`config.mk`:
```
export PLATFORM = sky130hd
export DESIGN_NAME = circle_plotter
export DESIGN_NICKNAME = d
export VERILOG_FILES = /design/src/rtl/circle_pkg.sv /design/src/rtl/circle_plotter_pixel_clip.sv /design/src/rtl/circle_plotter.sv
export SDC_FILE = /design/constraint.sdc
export NUM_CORES = 1
export LEC_CHECK = 0
export BUFFER_PORTS_ARGS = -buffer_cell sky130_fd_sc_hd__buf_2
export CAP_MARGIN = 20
export CORE_UTILIZATION = 50
export CTS_CLUSTER_DIAMETER = 150
export DETAILED_ROUTE_END_ITERATION = 6
export GPL_ROUTABILITY_DRIVEN = 0
export PLACE_DENSITY_LB_ADDON = 0.25
export SYNTH_ARGS = -nofsm -noshare
export SYNTH_HDL_FRONTEND = slang
export SYNTH_SLANG_ARGS = --single-unit
```
`constraint.sdc`:
```
create_clock -name clk -period 4.2 [get_ports clk]
set_input_delay 1.05 -clock clk [delete_from_list [all_inputs] [get_ports clk]]
set_output_delay 1.05 -clock clk [all_outputs]
set_load 0.05 [all_outputs]
```
`src/rtl/circle_pkg.sv`:
```
`default_nettype none
// ============================================================================
//  Module      : circle_pkg
//  Description : Shared types for the midpoint circle plotter: FSM state
//                encoding, the octant sign/swap table and the guard widths
//                used to size the signed coordinate and decision datapaths.
//  Revision    : 1.0  initial release
// ============================================================================
package circle_pkg;

   // Guard bits added to the coordinate width so cx+/-ox never wraps
   localparam int COORD_GUARD = 2;
   // Guard bits added to X_W for the midpoint decision variable
   localparam int CRIT_GUARD  = 3;

   typedef enum logic [2:0] {
      IDLE = 3'd0,
      INIT = 3'd1,
      OCT  = 3'd2,
      SPAN = 3'd3,
      STEP = 3'd4,
      DONE = 3'd5
   } state_t;

   // One octant: negate x offset, negate y offset, swap ox/oy roles
   typedef struct packed {
      logic neg_x;
      logic neg_y;
      logic swap;
   } oct_entry_t;

   // Octant order: (+ox,+oy) (+oy,+ox) (-ox,+oy) (-oy,+ox)
   //               (-ox,-oy) (-oy,-ox) (+ox,-oy) (+oy,-ox)
   function automatic oct_entry_t oct_entry(input logic [2:0] oct);
      oct_entry_t e;
      case (oct)
         3'd0:    e = '{neg_x: 1'b0, neg_y: 1'b0, swap: 1'b0};
         3'd1:    e = '{neg_x: 1'b0, neg_y: 1'b0, swap: 1'b1};
         3'd2:    e = '{neg_x: 1'b1, neg_y: 1'b0, swap: 1'b0};
         3'd3:    e = '{neg_x: 1'b1, neg_y: 1'b0, swap: 1'b1};
         3'd4:    e = '{neg_x: 1'b1, neg_y: 1'b1, swap: 1'b0};
         3'd5:    e = '{neg_x: 1'b1, neg_y: 1'b1, swap: 1'b1};
         3'd6:    e = '{neg_x: 1'b0, neg_y: 1'b1, swap: 1'b0};
         default: e = '{neg_x: 1'b0, neg_y: 1'b1, swap: 1'b1};
      endcase
      return e;
   endfunction

endpackage
`default_nettype wire

```
`src/rtl/circle_plotter_pixel_clip.sv`:
```
`default_nettype none
// ============================================================================
//  Module      : pixel_clip
//  Description : Combinational screen clipper. Takes a signed candidate pixel
//                and returns the unsigned screen coordinate plus a valid bit;
//                off-screen pixels yield valid=0 and x=y=0.
//  Revision    : 1.0  initial release
// ============================================================================
module pixel_clip #(
   parameter int SCREEN_W = 160,
   parameter int SCREEN_H = 120,
   parameter int X_W      = 8,
   parameter int Y_W      = 7,
   parameter int CW       = 10
) (
   input  logic signed [CW-1:0] px,
   input  logic signed [CW-1:0] py,
   output logic [X_W-1:0]       x,
   output logic [Y_W-1:0]       y,
   output logic                 valid
);

   localparam logic signed [CW-1:0] SW_S = CW'(SCREEN_W);
   localparam logic signed [CW-1:0] SH_S = CW'(SCREEN_H);

   // Bounds test and zeroing of rejected pixels
   always_comb begin
      valid = !px[CW-1] && (px < SW_S) && !py[CW-1] && (py < SH_S);
      x     = '0;
      y     = '0;
      if (valid) begin
         x = px[X_W-1:0];
         y = py[Y_W-1:0];
      end
   end

endmodule
`default_nettype wire

```
`src/rtl/circle_plotter.sv`:
```
`default_nettype none
// ============================================================================
//  Module      : circle_plotter
//  Description : Midpoint (Bresenham) circle plotter feeding a VGA adapter,
//                one candidate pixel per clock with per-pixel clipping.
//                Optional filled-disc mode via CIRCLE_PLOTTER_FILL_EN: when
//                defined and fill is latched high, each pass emits four
//                horizontal spans instead of eight octant points.
//  Revision    : 1.0  initial release
// ============================================================================
module circle_plotter
   import circle_pkg::*;
#(
   parameter int SCREEN_W = 160,
   parameter int SCREEN_H = 120,
   parameter int X_W      = 8,
   parameter int Y_W      = 7,
   parameter int COLOUR_W = 3
) (
   input  logic                clk,
   input  logic                rst,
   input  logic                start,
   input  logic [X_W-1:0]      centre_x,
   input  logic [Y_W-1:0]      centre_y,
   input  logic [X_W-1:0]      radius,
   input  logic [COLOUR_W-1:0] colour,
   input  logic                fill,
   output logic                done,
   output logic [X_W-1:0]      vga_x,
   output logic [Y_W-1:0]      vga_y,
   output logic [COLOUR_W-1:0] vga_colour,
   output logic                vga_plot
);

   // Coordinates share one width wide enough for both axes so y+ox cannot wrap
   localparam int CW = ((X_W > Y_W) ? X_W : Y_W) + COORD_GUARD;
   localparam int RW = X_W + CRIT_GUARD;

   localparam logic signed [CW-1:0] ONE_C = CW'(1);
   localparam logic signed [RW-1:0] ONE_R = RW'(1);

   state_t state, state_next;

   logic signed [CW-1:0]  cx, cy, ox, oy;
   logic signed [RW-1:0]  crit;
   logic [X_W-1:0]        rad;
   logic [COLOUR_W-1:0]   col;
   logic [2:0]            oct;

   logic signed [CW-1:0]  oy_n, ox_n, rad_ext;
   logic signed [RW-1:0]  crit_n, oy_r, ox_r;
   logic                  crit_pos;

   logic signed [CW-1:0]  px, py, off_a, off_b;
   logic                  want;
   oct_entry_t            ent;

   logic [X_W-1:0]        clip_x;
   logic [Y_W-1:0]        clip_y;
   logic                  clip_ok;

`ifdef CIRCLE_PLOTTER_FILL_EN
   logic                  fill_q;
   logic [1:0]            sp;
   logic signed [CW-1:0]  span_off, span_h;
   logic                  span_last;

   assign span_h    = sp[1] ? oy : ox;
   assign span_last = (sp == 2'd3) && (span_off == span_h);
`else
   logic                  unused_fill;
   assign unused_fill = fill;
`endif

   assign rad_ext = $signed({{(CW-X_W){1'b0}}, rad});

   // Midpoint step: advance oy, conditionally retreat ox, update decision
   always_comb begin
      crit_pos = !crit[RW-1] && (crit != '0);
      oy_n     = oy + ONE_C;
      ox_n     = crit_pos ? (ox - ONE_C) : ox;
      oy_r     = RW'(oy_n);
      ox_r     = RW'(ox_n);
      crit_n   = crit_pos ? (crit + ((oy_r - ox_r) <<< 1) + ONE_R)
                          : (crit + (oy_r <<< 1) + ONE_R);
   end

   // State register
   always_ff @(posedge clk) begin
      if (rst) state <= IDLE;
      else     state <= state_next;
   end

   // Next-state logic
   always_comb begin
      state_next = state;
      case (state)
         IDLE: if (start) state_next = INIT;
`ifdef CIRCLE_PLOTTER_FILL_EN
         INIT: state_next = fill_q ? SPAN : OCT;
         SPAN: if (span_last) state_next = STEP;
         STEP: state_next = (oy_n <= ox_n) ? (fill_q ? SPAN : OCT) : DONE;
`else
         INIT: state_next = OCT;
         STEP: state_next = (oy_n <= ox_n) ? OCT : DONE;
`endif
         OCT:  if (oct == 3'd7) state_next = STEP;
         DONE: if (!start) state_next = IDLE;
         default: state_next = IDLE;
      endcase
   end

   // Candidate pixel for the current cycle
   always_comb begin
      px    = '0;
      py    = '0;
      want  = 1'b0;
      ent   = oct_entry(oct);
      off_a = ox;
      off_b = oy;
      case (state)
         OCT: begin
            want = 1'b1;
            if (ent.swap) begin
               off_a = oy;
               off_b = ox;
            end
            px = ent.neg_x ? (cx - off_a) : (cx + off_a);
            py = ent.neg_y ? (cy - off_b) : (cy + off_b);
         end
`ifdef CIRCLE_PLOTTER_FILL_EN
         SPAN: begin
            want = 1'b1;
            px   = cx + span_off;
            case (sp)
               2'd0:    py = cy + oy;
               2'd1:    py = cy - oy;
               2'd2:    py = cy + ox;
               default: py = cy - ox;
            endcase
         end
`endif
         default: ;
      endcase
   end

   pixel_clip #(
      .SCREEN_W (SCREEN_W),
      .SCREEN_H (SCREEN_H),
      .X_W      (X_W),
      .Y_W      (Y_W),
      .CW       (CW)
   ) u_clip (
      .px    (px),
      .py    (py),
      .x     (clip_x),
      .y     (clip_y),
      .valid (clip_ok)
   );

   // Draw datapath: input latch, midpoint registers and pixel walk counters
   always_ff @(posedge clk) begin
      if (rst) begin
         cx   <= '0;
         cy   <= '0;
         rad  <= '0;
         col  <= '0;
         ox   <= '0;
         oy   <= '0;
         crit <= '0;
         oct  <= '0;
`ifdef CIRCLE_PLOTTER_FILL_EN
         fill_q   <= 1'b0;
         sp       <= '0;
         span_off <= '0;
`endif
      end else begin
         case (state)
            IDLE: if (start) begin
               cx  <= $signed({{(CW-X_W){1'b0}}, centre_x});
               cy  <= $signed({{(CW-Y_W){1'b0}}, centre_y});
               rad <= radius;
               col <= colour;
`ifdef CIRCLE_PLOTTER_FILL_EN
               fill_q <= fill;
`endif
            end
            INIT: begin
               ox   <= rad_ext;
               oy   <= '0;
               crit <= ONE_R - $signed({{(RW-X_W){1'b0}}, rad});
               oct  <= '0;
`ifdef CIRCLE_PLOTTER_FILL_EN
               sp       <= '0;
               span_off <= -rad_ext;
`endif
            end
            OCT: oct <= oct + 3'd1;
`ifdef CIRCLE_PLOTTER_FILL_EN
            SPAN: begin
               if (span_off == span_h) begin
                  sp       <= sp + 2'd1;
                  // Spans 0..1 walk +/-ox, spans 2..3 walk +/-oy
                  span_off <= (sp == 2'd0) ? -ox : -oy;
               end else begin
                  span_off <= span_off + ONE_C;
               end
            end
`endif
            STEP: begin
               oy   <= oy_n;
               ox   <= ox_n;
               crit <= crit_n;
               oct  <= '0;
`ifdef CIRCLE_PLOTTER_FILL_EN
               sp       <= '0;
               span_off <= -ox_n;
`endif
            end
            default: ;
         endcase
      end
   end

   // Registered VGA outputs and completion flag
   always_ff @(posedge clk) begin
      if (rst) begin
         done       <= 1'b0;
         vga_plot   <= 1'b0;
         vga_x      <= '0;
         vga_y      <= '0;
         vga_colour <= '0;
      end else begin
         done       <= (state_next == DONE);
         vga_plot   <= want && clip_ok;
         vga_x      <= clip_x;
         vga_y      <= clip_y;
         vga_colour <= want ? col : '0;
      end
   end

endmodule
`default_nettype wire

```
# Word level (Yosys, flattened, before mapping)
# Cells that the tools add are included.
[word_totals]
reg_bits = 83
inputBits = 30
out_inout_bits = 20
word_cells = 82
[op_classes]
n_addsub = 13
magnitude_cmp = 3
eq_ne = 12
muxes = 21
n_bitwise = 2
reduce_logical = 17
[op_table]
columns = ["operator", "n"]
rows = [
  ["$mux 10", 9],
  ["$pmux 10 s2", 2],
  ["$add 11x11->11", 2],
  ["$add 11x2->11 const B", 2],
  ["$pmux 11 s2", 1],
  ["$eq 3x3->1 const B", 7],
  ["$pmux 3 s7", 1],
  ["$pmux 3 s5", 1],
  ["$mux 3", 4],
  ["$mux 11", 1],
  ["$reduce_bool 11->1", 1],
  ["$add 10x2->10 const B", 1],
  ["$add 8x10->10", 1],
  ["$add 9x10->10", 1],
  ["$le 10x10->1", 1],
  ["$lt 10x8->1 const B", 1],
  ["$lt 10x9->1 const B", 1],
  ["$sub 10x10->10", 1],
  ["$sub 10x2->10 const B", 1],
  ["$sub 8x10->10", 1],
  ["$sub 9x10->10", 1],
  ["$eq 3x2->1 const B", 3],
  ["$sub 1x8->9 const A", 1],
  ["$eq 3x1->1 const B", 2],
  ["other kinds (10)", 21],
]

# Depth between registers and ports, before layout
# Gate-level depths: netlist (run 1).
[depth]
depth_word = 13
ltp_mapped = 21
mapped_depth_nobuf = 19

# Hierarchy
# A second synthesis (run 1) with hierarchy kept.
[hier_totals]
cells_unflattened = 872
hier_area_um2 = 6859.1
[by_module_without_submodules]
columns = ["module", "n_inst", "cells_per_inst", "area_per_inst_um2", "seq_area_each_um2"]
rows = [
  ["circle_plotter", 1, 830, 6482.5, 1661.6],
  ["pixel_clip", 1, 42, 376.6, 0.0],
]

# Worst setup path before layout (run 1)
# OpenSTA, ideal clock, no wires.
[synth_timing]
kind = "register to register"
from = "reg oct[0]"
to = "reg vga_y[2]"
setup_ns = 0.115
arrival_time_ns = 4.383
required_ns = 4.085
path_slack_ns = -0.298
stages_incl_launch_ff = 21
path_buffers = 2
period_less_slack_ns = 4.498
path_cell_list = "dfxtp_1 > inv_1 > ha_1 > or2_0 > nor2b_1 > o21ai_1 > clkbuf_1 > mux2i_1 > ha_1 > nor2_1 > xor2_1 > ha_1 > a211oi_1 > nor2_1 > nand2_1 > a21oi_1 > a211oi_1 > o2111a_1 > o221ai_2 > buf_6 > nor2_2"
[synth_between]
elab_chain_cells = 13
word_cells_on_any_way = 29
cone_classes = "4 x add/sub; 2 x order compare; 6 x eq/ne; 9 x mux; 1 x bitwise; 7 x reduce/logical"
[synth_lines]
columns = ["item", "line_no", "source"]
rows = [
  ["start, declared", "circle_plotter.sv:48", "logic [2:0] oct;"],
  ["start signal, assigned", "circle_plotter.sv:198", "OCT: oct <= oct + 3'd1;"],
  ["$eq 3x3->1, or another cell as far along", "circle_pkg.sv:36", "case (oct)"],
  ["$pmux 3 s7 (*)", "circle_pkg.sv:36", ""],
  ["$mux 10", "circle_plotter.sv:124", "if (ent.swap) begin"],
  ["$mux 10", "circle_plotter.sv:121", "case (state)"],
  ["$add 9x10->10 / $sub 9x10->10 (equally long branches)", "circle_plotter.sv:128", "px = ent.neg_x ? (cx - off_a) : (cx + off_a);"],
  ["$mux 10", "circle_plotter.sv:128", ""],
  ["$mux 10", "circle_plotter.sv:121", ""],
  ["$lt 10x9->1 / $logic_not 1->1 (equally long branches)", "circle_plotter_pixel_clip.sv:28", "valid = !px[CW-1] && (px < SW_S) && !py[CW-1] && (py < SH_S);"],
  ["$logic_and 1x1->1 (3 in a row)", "circle_plotter_pixel_clip.sv:28", ""],
  ["$not 1->1 (no source line)", "n/a", ""],
  ["$reduce_or 2->1 (no source line)", "n/a", ""],
  ["end signal, assigned", "circle_plotter.sv:237", "vga_y <= clip_y;"],
  ["end, declared", "circle_plotter.sv:30", "output logic [Y_W-1:0] vga_y,"],
]
# Every way passes the cells marked *; elsewhere a longest branch is shown, timed or not. The select of a mux whose other input is x is not followed.
# A chain may end at the register's enable or synchronous reset.

# Worst setup path after layout (run 1)
[layout_timing]
from = "reg oct[1]"
to = "reg vga_x[5]"
[layout_between]
elab_chain_cells = 13
word_cells_on_any_way = 29
cone_classes = "4 x add/sub; 2 x order compare; 6 x eq/ne; 9 x mux; 1 x bitwise; 7 x reduce/logical"
[layout_lines]
columns = ["item", "line_no", "source"]
rows = [
  ["$eq 3x3->1, or another cell as far along", "circle_pkg.sv:36", ""],
  ["$pmux 3 s7 (*)", "circle_pkg.sv:36", ""],
  ["$mux 10", "circle_plotter.sv:124", ""],
  ["$mux 10", "circle_plotter.sv:121", ""],
  ["$add 9x10->10 / $sub 9x10->10 (equally long branches)", "circle_plotter.sv:128", ""],
  ["$mux 10", "circle_plotter.sv:128", ""],
  ["$mux 10", "circle_plotter.sv:121", ""],
  ["$lt 10x9->1 / $logic_not 1->1 (equally long branches)", "circle_plotter_pixel_clip.sv:28", ""],
  ["$logic_and 1x1->1 (3 in a row)", "circle_plotter_pixel_clip.sv:28", ""],
  ["$not 1->1 (no source line)", "n/a", ""],
  ["$reduce_or 2->1 (no source line)", "n/a", ""],
  ["end signal, assigned", "circle_plotter.sv:236", "vga_x <= clip_x;"],
  ["end, declared", "circle_plotter.sv:29", "output logic [X_W-1:0] vga_x,"],
]
# Marks and branches as above.

==> results of run 1 <==
[critical path: cells and delay by family, from the launching register on]
kind | cells | cell delay [ns]
xor gates and xnor gates | 1 | 0.18
muxes | 1 | 0.13
and+or+nand+nor | 8 | 1.15
DFF | 1 | 0.37
AOI/OAI and AO/OA | 3 | 0.61
adders and majority gates | 2 | 0.52
buffers and inverters | 8 | 1.04
[through the flow]
| stage | power (W) | cells | hold slack [ns] | worst slack [ns] |
|---|---|---|---|---|
| after floorplan | 0.00165 | 837 | 0.430 | -0.00902 |
| after global placement | 0.00194 | 1060 | 0.434 | -0.0205 |
| after detailed placement | 0.00198 | 1060 | 0.440 | -0.176 |
| after CTS | 0.00282 | 1075 | 0.454 | 0.00597 |
| after global routing | 0.00307 | 1084 | 0.476 | -0.0801 |
| final | 0.00291 | 1084 | 0.453 | 0.0741 |
[how the worst max path moves through the flow]
stage | end | cells past startpoint | slack [ns] | start
floorplan | vga_y[2] | 20 | -0.009 | oct[0]
global placement | vga_x[4] | 19 | -0.02 | oct[1]
detailed placement | vga_x[4] | 19 | -0.18 | oct[1]
CTS | vga_y[4] | 20 | 0.006 | oct[1]
global route | vga_x[7] | 20 | -0.08 | oct[1]
finish | vga_x[5] | 23 | 0.07 | oct[1]
[Yosys cell counts, types with 3 or more instances]
cell / instances
sky130_fd_sc_hd__o22ai_1: 4
sky130_fd_sc_hd__or3_1: 6
sky130_fd_sc_hd__and2_1: 6
sky130_fd_sc_hd__buf_1: 3
sky130_fd_sc_hd__nand2_1: 95
sky130_fd_sc_hd__clkbuf_1: 39
sky130_fd_sc_hd__a222oi_1: 5
sky130_fd_sc_hd__o21bai_1: 3
sky130_fd_sc_hd__a211oi_1: 14
sky130_fd_sc_hd__fa_1: 5
sky130_fd_sc_hd__nor4_1: 7
sky130_fd_sc_hd__nor3_1: 32
sky130_fd_sc_hd__dfxtp_1: 83
sky130_fd_sc_hd__and3_1: 7
sky130_fd_sc_hd__o31a_1: 3
sky130_fd_sc_hd__o21ai_0: 47
sky130_fd_sc_hd__nand3b_1: 3
sky130_fd_sc_hd__nand2b_1: 8
sky130_fd_sc_hd__a31oi_1: 6
sky130_fd_sc_hd__ha_1: 53
sky130_fd_sc_hd__a21o_1: 13
sky130_fd_sc_hd__mux2i_1: 16
sky130_fd_sc_hd__nand3_1: 14
sky130_fd_sc_hd__buf_2: 3
sky130_fd_sc_hd__o21a_1: 7
sky130_fd_sc_hd__or4_1: 5
sky130_fd_sc_hd__xnor2_1: 45
sky130_fd_sc_hd__nor3b_1: 3
sky130_fd_sc_hd__inv_1: 27
sky130_fd_sc_hd__o211ai_1: 7
sky130_fd_sc_hd__nor2_1: 100
sky130_fd_sc_hd__o31ai_1: 4
sky130_fd_sc_hd__nor2_2: 10
sky130_fd_sc_hd__xor2_1: 29
sky130_fd_sc_hd__a21oi_1: 75
sky130_fd_sc_hd__nor2b_1: 4
sky130_fd_sc_hd__buf_6: 3
sky130_fd_sc_hd__a22oi_1: 6
[power groups by stage]
stage | sequential (W) | clock (W) | combinational [W]
floorplan | 0.000856 | 0 | 0.000790
global placement | 0.000868 | 0 | 0.00107
detailed placement | 0.000869 | 0 | 0.00111
CTS | 0.000851 | 0.000846 | 0.00112
global route | 0.000857 | 0.000880 | 0.00134
finish | 0.000854 | 0.000837 | 0.00121
[metal layers]
layer / vias to the layer above / part of all wire (%) / GRT usage [%]
li1: 3113 / - / -
met1: 2960 / 41 / 31.6
met2: 174 / 50 / 48.3
met3: 41 / 4.8 / 5.27
met4: 0 / 3.5 / 12.6
met5: - / 0 / 0
[sequential cells by signal, indices dropped and copies added (netlist names)]
register / cells
vga_plot: 1
vga_y: 7
vga_x: 8
cx: 8
oct: 3
ox: 10
cy: 7
vga_colour: 3
rad: 8
col: 3
crit: 11
oy: 10
state: 3
done: 1
[repair_timing]
action | 4_1_cts | 5_1_grt
pin swaps | 0 | 23
gates cloned | 0 | 1
endpoints found under the setup margin | 16 | 20
buffers inserted | 0 | 8
resized for setup | 9 | 58
[layout make-up]
class / instances / area [sq um] / share of cell area (%)
multi-input cells: 677 / 4680 / 60.4
well taps: 168 / 210 / 2.71
inverters: 28 / 105 / 1.36
clock inverters: 3 / 46.3 / 0.598
repair buffers: 113 / 771 / 9.95
flip-flops and latches: 83 / 1670 / 21.5
clock buffers: 12 / 267 / 3.44
[logic make-up (layout without fill, tap and decap cells)]
| logic type | Yosys count | in the layout | synth area share, % |
|---|---|---|---|
| AOI/OAI and AO/OA | 218 | 218 | 21.6 |
| xor gates and xnor gates | 75 | 75 | 10.4 |
| adders and majority gates | 58 | 58 | 11.9 |
| buffers and inverters | 77 | 156 | 4.94 |
| DFF | 83 | 83 | 26.0 |
| muxes | 16 | 16 | 2.50 |
| and+or+nand+nor | 310 | 310 | 22.7 |
==> PnR_summary.wiki, run 1 <==
{| class="wikitable"
! Metric !! Value
|-
| Net total in the final layout || ~1.0k
|-
| Maximum number of pins on one net before global-route repair || 64
|-
| Initial Util || between 50% and 60%
|-
| Post-synthesis instance area || between 6000 and 7000 sq um
|-
| Slowest cell on the critical path || sky130_fd_sc_hd__or4_1
|-
| Top-level I/O count || 50
|-
| Detailed-placement wirelength estimate || around 13 mm
|-
| Slew of the pin with the lowest slew margin || between 1 and 1.5 ns
|-
| Floorplan die width || 115 microns
|-
| Core Area || 12300 sq um
|-
| Crit Path Max Fanout || 7
|-
| Via count of the first global-routing pass || roughly 6k
|-
| Overall die area || ~13000 sq um
|-
| Number of maximum-capacitance constraint violations || 0
|-
| Net Sw Power || 0.00103 W
|-
| Sequential cell fraction of total power || between 20 and 30%
|-
| Total vias in the final route || between 6k and 7k
|-
| Net count after synthesis || 925
|-
| Sink Count || just over 80
|-
| Worst setup path category || reg2reg
|-
| Power Internal || 0.00188 W
|-
| Worst hold endpoint || vga_colour[1]
|-
| CP startpoint kind || flop
|-
| CTS H-tree lvls || 3
|-
| Register-to-Register Path Depth || 23
|-
| Clock network latency to the later pin of the worst-skew pair || 0.36 ns
|-
| Layout Area Growth over Synthesis || 20.9%
|-
| Number of port buffers || 48
|-
| Hold path startpoint || col[1]
|-
| Final Skew || 0.00829 ns
|-
| Critical Path End Type || flop
|-
| Yosys cell types || between 60 and 70
|-
| Avg Inst Size Synth || 7.65 sq um
|-
| Drt pass-1 iters || 6
|-
| Number of hold-slack violations in the final timing report || 0
|-
| Number of vias per cell || 5.80
|-
| Detailed Route Iter0 Violations || 480
|-
| Class of the tightest hold or removal check || reg2reg
|-
| TritonCTS buffer count || 9
|-
| Cell chosen for the clock root || sky130_fd_sc_hd__clkbuf_16
|-
| Final cell area excluding filler cells || 7740 sq um
|-
| Final period utilization || 98.2%
|-
| N_diodes || 0
|-
| Synthesis Warnings || 0
|-
| Final critical-path required period || 4.13 ns
|-
| Worst IR Drop VDD || 0.000264 V
|-
| Capture point of the worst reg-to-reg path || vga_x[5]
|-
| Highest cell delay on the worst timing path || 0.39 ns
|-
| Global routing usage summed across all routing layers || ~27%
|-
| Most frequent cell on the critical path || sky130_fd_sc_hd__buf_4
|-
| Final wirelength || 17.4 mm
|-
| Peak clock frequency supported by timing || between 0.2 and 0.25 GHz
|-
| Final number of max-transition violations || 0
|-
| Number of placement rows || 40
|-
| R2R setup slack || 0.07 ns
|-
| Most common library cell in the layout ignoring fill and taps || sky130_fd_sc_hd__nor2_1
|-
| Clock transition at the register clock pins on the worst setup and hold paths after CTS || 0.06 ns
|-
| Sw Share || a little over a third
|-
| Share of total power in the clock network || 28.8%
|-
| Cell chain of the critical path || inv_2, ha_2, or2_1, nor2b_4, o21a_4, buf_4, mux2i_1, xor2_1, buf_4, fa_2, buf_4, buf_4, a21o_1, nand2_1, nor4_2, buf_4, or4_1, nand2_1, nor4b_2, o221ai_4, buf_12, clkbuf_16, nor2_2
|-
| Power density over cell area || 375 nW/um^2
|-
| Final setup fails || 0
|-
| RSZ-0062 raised after global routing || yes
|-
| Number of antenna violations at the first check in global routing || 0
|-
| Chip height || ~120 microns
|-
| Max transition margin || 31.6%
|-
| Number of enable-type register cells in the synthesized netlist || 0
|-
| Standard cell area after detailed placement || roughly 7000 sq um
|-
| Average wire per standard cell || ~16 microns
|-
| Clock tree from TritonCTS || done
|-
| Proportion of synthesized flip-flops having asynchronous set or reset || 0%
|-
| Aggregate global routing overflow || 0
|-
| Result of the run || finished clean
|-
| Leakage power figure || 3.38 nW
|-
| Largest buffer count on any clock path || 2
|-
| Hold Buf Count CTS || 0
|-
| Top library cells by usage in the layout, fill and taps aside || 98 x sky130_fd_sc_hd__nor2_1, 95 x sky130_fd_sc_hd__nand2_1, 81 x sky130_fd_sc_hd__dfxtp_1
|-
| Share of total power in combinational logic || 41.8%
|-
| Global-route wire length before repair || 28.4 mm
|-
| Post-route DRC || 0
|-
| Commonest register cell after synthesis || sky130_fd_sc_hd__dfxtp_1
|-
| Number of register bits inferred by synthesis || 83
|-
| Cell types with the largest area share after synthesis || sky130_fd_sc_hd__dfxtp_1 26%, sky130_fd_sc_hd__ha_1 10%, sky130_fd_sc_hd__xnor2_1 6.2%
|-
| Synthesized instance count || 837
|-
| Synth area leader || sky130_fd_sc_hd__dfxtp_1
|-
| Reg2reg start || oct[1]
|-
| CP Data Required Time || 4.45 ns
|-
| Data arrival at the endpoint of the critical path || 4.38 ns
|-
| Util after Layout || 63.1%
|-
| Sequential area share after synthesis || between 20% and 30%
|-
| Detail Route Antenna Nets || 0
|-
| WHS Path Cells || 1
|-
| Final-layout setup total negative slack || 0 ns
|-
| Share of cells above drive strength 1 || 22.1%
|-
| Post-synth top area share || 26.0%
|-
| Count of fill cells added during filler insertion || roughly 1.1k
|}
No activity file was read; power rests on OpenSTA's default activity.
==> run 2: changes to the inputs <==
--- a/config.mk
+++ b/config.mk
@@ -7,6 +7,7 @@
 export LEC_CHECK = 0
 export BUFFER_PORTS_ARGS = -buffer_cell sky130_fd_sc_hd__buf_2
 export CAP_MARGIN = 20
+export CORE_MARGIN = 1.5
 export CORE_UTILIZATION = 50
 export CTS_CLUSTER_DIAMETER = 150
 export DETAILED_ROUTE_END_ITERATION = 6
==> run 2 against run 1 <==
Hold slack got worse by 0.0034 ns. First-iteration DRC count increased by 12%. Critical path depth decreased by 1. Largest cell class unchanged. Critical endpoint is now vga_y[2]. Cell count about the same. Clock skew decreased by 0.0014 ns. Critical path type unchanged. Die area increased by 1.7%. Non-clock buffer count decreased by 5. Sequential share of layout area increased by 0.15 points. Flip-flop and latch count unchanged. Power decreased by 0.26%.
==> PnR_summary.wiki, run 2 (same netlist as run 1, synthesis figures left out) <==
{| class="wikitable"
! Metric !! Value
|-
| Sink Count || 83 (unchanged)
|-
| Global routing usage summed across all routing layers || 26.2% (was 27.2%)
|-
| Final critical-path required period || 4.06 ns (was 4.13 ns)
|-
| Post-route worst setup slack || 0.137 ns (was 0.0741 ns)
|-
| Number of hold-slack violations in the final timing report || 0 (unchanged)
|-
| Final Power || 0.00290 W (was 0.00291 W)
|-
| Critical Path End Type || flop (unchanged)
|-
| Number of cells in the finished layout apart from fillers || 1083 (was 1084)
|-
| Final period utilization || 96.7% (was 98.2%)
|-
| Final Skew || 0.00692 ns (was 0.00829 ns)
|-
| Net total in the final layout || 995 (was 1000)
|-
| CP startpoint kind || flop (unchanged)
|-
| Peak clock frequency supported by timing || 0.246 GHz (was 0.242 GHz)
|-
| Core Area || 12600 sq um (was 12300 sq um)
|-
| Maximum number of pins on one net before global-route repair || 64 (unchanged)
|-
| Final setup fails || 0 (unchanged)
|-
| Floorplan die width || 116 microns (was 115 microns)
|-
| WHS Path Cells || 2 (was 1)
|-
| Layout Area Growth over Synthesis || 19.9% (was 20.9%)
|-
| Max transition margin || 35.0% (was 31.6%)
|-
| Final-layout setup total negative slack || 0 ns (unchanged)
|-
| Power density over cell area || 377 nW/um^2 (was 375 nW/um^2)
|-
| Number of placement rows || 41 (was 40)
|-
| Cell count after placement || 1062 (was 1060)
|-
| Pre-CTS setup slack || -0.177 ns (was -0.176 ns)
|-
| Number of port buffers || 48 (unchanged)
|-
| Buffer and inverter count on the worst path || 5 (was 8)
|-
| Number of vias per cell || 5.80 (about the same)
|-
| Cell chosen for the clock root || sky130_fd_sc_hd__clkbuf_16 (unchanged)
|-
| Top library cells by usage in the layout, fill and taps aside || 98 x sky130_fd_sc_hd__nor2_1, 94 x sky130_fd_sc_hd__nand2_1, 81 x sky130_fd_sc_hd__dfxtp_1 (was 98 x sky130_fd_sc_hd__nor2_1, 95 x sky130_fd_sc_hd__nand2_1, 81 x sky130_fd_sc_hd__dfxtp_1)
|-
| CTS H-tree lvls || 3 (unchanged)
|-
| Data arrival at the endpoint of the critical path || 4.31 ns (was 4.38 ns)
|-
| Average wire per standard cell || 15.9 microns (was 16.1 microns)
|-
| Final wirelength || 17.3 mm (was 17.4 mm)
|-
| Largest buffer count on any clock path || 2 (unchanged)
|-
| Register-to-Register Path Depth || 22 (was 23)
|-
| Clock network latency to the later pin of the worst-skew pair || 0.35 ns (was 0.36 ns)
|-
| Drt pass-1 iters || 5 (was 6)
|-
| Post-route DRC || 0 (unchanged)
|-
| N_diodes || 0 (unchanged)
|-
| Clock transition at the register clock pins on the worst setup and hold paths after CTS || 0.06 ns (about the same)
|-
| CP Data Required Time || 4.45 ns (about the same)
|-
| Largest Register || crit (unchanged)
|-
| Number of antenna violations at the first check in global routing || 0 (unchanged)
|-
| Worst hold endpoint || col[1] (was vga_colour[1])
|-
| Global-route wire length before repair || 28.0 mm (was 28.4 mm)
|-
| Class of the tightest hold or removal check || reg2reg (unchanged)
|-
| Top Family by Delay on Critical Path || compound AO/OA/AOI/OAI gates (was simple AND/OR/NAND/NOR gates)
|-
| Share of cells above drive strength 1 || 20.0% (was 22.1%)
|-
| Chip height || 116 microns (was 115 microns)
|-
| Worst setup path category || reg2reg (unchanged)
|-
| Slew of the pin with the lowest slew margin || 0.976 ns (was 1.02 ns)
|-
| Detail Route Antenna Nets || 0 (unchanged)
|-
| Largest registers ranked by flip-flop count || crit (11), ox (10), oy (10) (unchanged)
|-
| Overall die area || 13500 sq um (was 13300 sq um)
|-
| Total vias in the final route || 6280 (was 6288)
|-
| Most frequent cell on the critical path || sky130_fd_sc_hd__buf_4 (unchanged)
|-
| Cell chain of the critical path || inv_1, ha_1, buf_4, nor2_1, a21oi_2, buf_4, o21ai_4, mux2i_4, ha_4, nor2_1, xor2_1, ha_2, o21a_1, o31a_1, o21ai_1, a21o_1, and3_1, o2111a_1, o221ai_2, buf_6, buf_4, nor2_2 (was inv_2, ha_2, or2_1, nor2b_4, o21a_4, buf_4, mux2i_1, xor2_1, buf_4, fa_2, buf_4, buf_4, a21o_1, nand2_1, nor4_2, buf_4, or4_1, nand2_1, nor4b_2, o221ai_4, buf_12, clkbuf_16, nor2_2)
|-
| Highest cell delay on the worst timing path || 0.37 ns (was 0.39 ns)
|-
| Max FFs per register || 11 (unchanged)
|-
| Final number of max-transition violations || 0 (unchanged)
|-
| Crit Path Max Fanout || 4 (was 7)
|-
| Leakage power figure || 3.33 nW (was 3.38 nW)
|-
| Aggregate global routing overflow || 0 (unchanged)
|-
| Hold Buf Count CTS || 0 (unchanged)
|-
| TritonCTS buffer count || 9 (unchanged)
|-
| Detailed Route Iter0 Violations || 538 (was 480)
|-
| Via count of the first global-routing pass || 5896 (was 6021)
|-
| R2R setup slack || 0.14 ns (was 0.07 ns)
|-
| Reg2reg start || oct[0] (was oct[1])
|-
| Top-level I/O count || 50 (unchanged)
|-
| RSZ-0062 raised after global routing || yes (unchanged)
|-
| Capture point of the worst reg-to-reg path || vga_y[2] (was vga_x[5])
|-
| Hold path startpoint || col[1] (unchanged)
|-
| Result of the run || finished clean (unchanged)
|-
| Number of maximum-capacitance constraint violations || 0 (unchanged)
|-
| Most common library cell in the layout ignoring fill and taps || sky130_fd_sc_hd__nor2_1 (unchanged)
|-
| Worst IR Drop VDD || 0.000219 V (was 0.000264 V)
|-
| Clock tree from TritonCTS || done (unchanged)
|-
| Util after Layout || 61.1% (was 63.1%)
|-
| Detailed-placement wirelength estimate || 12.5 mm (was 12.7 mm)
|-
| Slowest cell on the critical path || sky130_fd_sc_hd__mux2i_4 (was sky130_fd_sc_hd__or4_1)
|-
| Initial Util || 50.9% (was 52.2%)
|}
-- run 2: cell types whose count changed in the layout (fill, tap and decap cells not counted), sizes merged --
cell,before,now
buf,112,108
bufinv,1,2
clkbuf,13,9
clkinv,1,2
inv,28,29
-- run 2: tightest hold or removal path, stage by stage (launching register included) --
cell and delay, ns:
sky130_fd_sc_hd__dfxtp_1 0.30, sky130_fd_sc_hd__nand2_1 0.05, sky130_fd_sc_hd__a21oi_1 0.05
-- run 2: worst max-delay path by stage --
| stage | start | end | slack (ns) | cells after the start |
|---|---|---|---|---|
| 2_1_floorplan | oct[0] | vga_y[2] | -0.009 | 20 |
| 3_3_place_gp | oct[1] | vga_x[4] | 0.04 | 19 |
| 3_5_place_dp | oct[1] | vga_y[6] | -0.18 | 19 |
| 4_1_cts | oct[1] | vga_y[6] | 0.005 | 18 |
| 5_1_grt | oct[0] | vga_y[6] | -0.15 | 18 |
| 6_report | oct[0] | vga_y[2] | 0.14 | 22 |
-- run 2: final cells by class --
type | instances | area (sq um)
Clock buffer | 9 | 225
Clock inverter | 6 | 90.1
Fill cell | 1079 | 4890
Inverter | 28 | 105
Multi-Input combinational cell | 677 | 4660
Sequential cell | 83 | 1660
Tap cell | 172 | 215
Timing Repair Buffer | 108 | 722
-- run 2: what timing repair did --
item                                    CTS  global route
hold endpoints to repair                  0             0
resized for setup                        10            45
setup buffers                             3             2
pin swaps                                 1            12
endpoints found under the setup margin   16            21
-- run 2: report_power, final --
group	internal, W	switching (W)	total, W	leakage (nW)
Combinational	0.000535	0.000654	0.00119	2.50
Clock	0.000519	0.000337	0.000857	0.152
Sequential	0.000817	0.0000357	0.000852	0.675
Total	0.00187	0.00103	0.00290	3.33
-- run 2: layer usage --
layer  part of all wire, %  GRT usage [%]
met2                    48           43.4
met4                   2.2           9.02
met1                    45           34.1
met3                   5.2           5.50
met5                     0              0
-- run 2: metrics by stage --
| stage | cell area (sq um) | hold WS, ns |
|---|---|---|
| global placement | 7070 | 0.435 |
| floorplan | 6410 | 0.430 |
| CTS | 7440 | 0.452 |
| global route | 7680 | 0.472 |
| finish | 7680 | 0.450 |
| detailed placement | 7070 | 0.441 |
==> run 3: changes to the inputs <==
--- a/config.mk
+++ b/config.mk
@@ -7,12 +7,14 @@
 export LEC_CHECK = 0
 export BUFFER_PORTS_ARGS = -buffer_cell sky130_fd_sc_hd__buf_2
 export CAP_MARGIN = 20
-export CORE_MARGIN = 1.5
+export CORE_MARGIN = 2
 export CORE_UTILIZATION = 50
 export CTS_CLUSTER_DIAMETER = 150
 export DETAILED_ROUTE_END_ITERATION = 6
 export GPL_ROUTABILITY_DRIVEN = 0
 export PLACE_DENSITY_LB_ADDON = 0.25
+export SETUP_SLACK_MARGIN = 0.02
+export SKIP_CTS_REPAIR_TIMING = 1
 export SYNTH_ARGS = -nofsm -noshare
 export SYNTH_HDL_FRONTEND = slang
 export SYNTH_SLANG_ARGS = --single-unit
==> run 3 against run 2 <==
Sequential power about the same. Non-clock buffer count increased by 2. Global-route usage decreased by 0.062 points. Power increased by 0.20%. Combinational power increased by 3%. Sequential share of layout area decreased by 0.23 points. Largest cell class unchanged. Via count increased by 0.49%. Count of clock-buffer cells in the layout increased by 1.
==> PnR_summary.wiki, run 3 (same netlist as run 1, synthesis figures left out) <==
{| class="wikitable"
! Metric !! Value
|-
| Critical Path End Type || flop (unchanged)
|-
| Largest registers ranked by flip-flop count || crit (11), ox (10), oy (10) (unchanged)
|-
| Chip height || 117 microns (was 116 microns)
|-
| Clock transition at the register clock pins on the worst setup and hold paths after CTS || 0.06 ns (about the same)
|-
| Largest Register || crit (unchanged)
|-
| Final setup fails || 0 (unchanged)
|-
| Drt pass-1 iters || 5 (unchanged)
|-
| Initial Util || 50.9% (unchanged)
|-
| Detailed Route Iter0 Violations || 352 (was 538)
|-
| Most common library cell in the layout ignoring fill and taps || sky130_fd_sc_hd__nor2_1 (unchanged)
|-
| Worst setup path category || reg2reg (unchanged)
|-
| Maximum number of pins on one net before global-route repair || 64 (unchanged)
|-
| Max transition margin || 29.4% (was 35.0%)
|-
| Most frequent cell on the critical path || sky130_fd_sc_hd__buf_4 (unchanged)
|-
| Floorplan die width || 117 microns (was 116 microns)
|-
| Top Family by Delay on Critical Path || compound AO/OA/AOI/OAI gates (unchanged)
|-
| Total vias in the final route || 6311 (was 6280)
|-
| Cell count after placement || 1061 (was 1062)
|-
| Sink Count || 83 (unchanged)
|-
| Highest cell delay on the worst timing path || 0.37 ns (about the same)
|-
| Cell chain of the critical path || inv_2, ha_2, or2_1, nor2b_4, o21ai_4, mux2i_4, ha_4, nor2_1, xor2_1, ha_1, o21a_1, o31a_1, o21ai_2, buf_4, a21oi_1, a21oi_2, nor4_2, o221ai_2, buf_4, a2111oi_4 (was inv_1, ha_1, buf_4, nor2_1, a21oi_2, buf_4, o21ai_4, mux2i_4, ha_4, nor2_1, xor2_1, ha_2, o21a_1, o31a_1, o21ai_1, a21o_1, and3_1, o2111a_1, o221ai_2, buf_6, buf_4, nor2_2)
|-
| Clock tree from TritonCTS || done (unchanged)
|-
| Slew of the pin with the lowest slew margin || 1.06 ns (was 0.976 ns)
|-
| Result of the run || finished clean (unchanged)
|-
| Peak clock frequency supported by timing || 0.244 GHz (was 0.246 GHz)
|-
| Post-route worst setup slack || 0.109 ns (was 0.137 ns)
|-
| Number of placement rows || 41 (unchanged)
|-
| Core Area || 12600 sq um (unchanged)
|-
| TritonCTS buffer count || 9 (unchanged)
|-
| Top-level I/O count || 50 (unchanged)
|-
| Detailed-placement wirelength estimate || 12.5 mm (about the same)
|-
| Largest buffer count on any clock path || 2 (unchanged)
|-
| Via count of the first global-routing pass || 6004 (was 5896)
|-
| Layout Area Growth over Synthesis || 21.4% (was 19.9%)
|-
| Cell chosen for the clock root || sky130_fd_sc_hd__clkbuf_16 (unchanged)
|-
| CP Data Required Time || 4.45 ns (about the same)
|-
| Final critical-path required period || 4.09 ns (was 4.06 ns)
|-
| Data arrival at the endpoint of the critical path || 4.34 ns (was 4.31 ns)
|-
| Number of hold-slack violations in the final timing report || 0 (unchanged)
|-
| Number of port buffers || 48 (unchanged)
|-
| Overall die area || 13700 sq um (was 13500 sq um)
|-
| CP startpoint kind || flop (unchanged)
|-
| RSZ-0062 raised after global routing || yes (unchanged)
|-
| Pre-CTS setup slack || -0.148 ns (was -0.177 ns)
|-
| Crit Path Max Fanout || 4 (unchanged)
|-
| Final Skew || 0.00946 ns (was 0.00692 ns)
|-
| Final period utilization || 97.4% (was 96.7%)
|-
| Post-route DRC || 0 (unchanged)
|-
| Aggregate global routing overflow || 0 (unchanged)
|-
| Number of vias per cell || 5.81 (was 5.80)
|-
| Detail Route Antenna Nets || 0 (unchanged)
|-
| Power density over cell area || 374 nW/um^2 (was 377 nW/um^2)
|-
| Number of cells in the finished layout apart from fillers || 1087 (was 1083)
|-
| Number of maximum-capacitance constraint violations || 0 (unchanged)
|-
| Slowest cell on the critical path || sky130_fd_sc_hd__dfxtp_4 (was sky130_fd_sc_hd__mux2i_4)
|-
| Final wirelength || 17.6 mm (was 17.3 mm)
|-
| Leakage power figure || 3.34 nW (was 3.33 nW)
|-
| Class of the tightest hold or removal check || reg2reg (unchanged)
|-
| Number of antenna violations at the first check in global routing || 0 (unchanged)
|-
| R2R setup slack || 0.11 ns (was 0.14 ns)
|-
| Average wire per standard cell || 16.1 microns (was 15.9 microns)
|-
| Buffer and inverter count on the worst path || 3 (was 5)
|-
| Net total in the final layout || 998 (was 995)
|-
| Worst IR Drop VDD || 0.000243 V (was 0.000219 V)
|-
| Global-route wire length before repair || 28.6 mm (was 28.0 mm)
|-
| CTS H-tree lvls || 3 (unchanged)
|-
| Global routing usage summed across all routing layers || 26.2% (about the same)
|-
| Max FFs per register || 11 (unchanged)
|-
| Clock network latency to the later pin of the worst-skew pair || 0.35 ns (about the same)
|-
| Final number of max-transition violations || 0 (unchanged)
|-
| Share of cells above drive strength 1 || 21.9% (was 20.0%)
|-
| N_diodes || 0 (unchanged)
|-
| Top library cells by usage in the layout, fill and taps aside || 98 x sky130_fd_sc_hd__nor2_1, 94 x sky130_fd_sc_hd__nand2_1, 81 x sky130_fd_sc_hd__dfxtp_1 (unchanged)
|}
## run 3: cell count changes in the layout (fill, tap and decap cells not counted), sizes merged
cell,change
clkinvlp,+1
o21a,+1
buf,+2
clkinv,-2
bufinv,-1
clkbuf,+1
inv,+2
## run 3: path summary, 6_finish.rpt
kind / endpoint / cells after the start / startpoint
hold reg to reg: col[0] / 2 / col[0]
hold / removal: col[0] / 2 / col[0]
setup reg to reg: vga_y[6] / 20 / oct[1]
setup / recovery: vga_y[6] / 20 / oct[1]
## run 3: cell type report
class | instances | area, sq um
Clock buffer | 10 | 229
Clock inverter | 6 | 71.3
Fill cell | 1106 | 4800
Inverter | 28 | 105
Multi-Input combinational cell | 678 | 4770
Sequential cell | 83 | 1670
Tap cell | 172 | 215
Timing Repair Buffer | 110 | 713
## run 3: worst min-delay path, stage by stage (launching register included)
cell and delay, ns:
sky130_fd_sc_hd__dfxtp_1 0.31, sky130_fd_sc_hd__nand2_1 0.05, sky130_fd_sc_hd__a21oi_1 0.05
## run 3: metal layers
metal  GRT usage, %  wire (microns)
met1           34.3            7680
met4           11.2             438
met2           43.0            8440
met5              0               0
met3           3.81             996
## run 3: stage by stage
stage / hold WS, ns / util (%) / area [sq um] / TNS (ns) / power [W]
after floorplan: 0.430 / - / 6410 / -0.0158 / 0.00165
after global placement: 0.435 / 56.2 / 7060 / 0 / 0.00192
after detailed placement: 0.441 / 56.2 / 7060 / -0.755 / 0.00195
after CTS: 0.452 / 58.5 / 7360 / -0.957 / 0.00277
after global routing: 0.473 / 61.8 / 7770 / -0.259 / 0.00308
final: 0.452 / 61.8 / 7770 / 0 / 0.00290
## run 3: power by group
part	internal (W)	switching [W]	leakage (nW)
registers	0.000816	0.0000383	0.676
logic	0.000563	0.000669	2.53
clock network	0.000467	0.000349	0.140
total	0.00185	0.00106	3.34
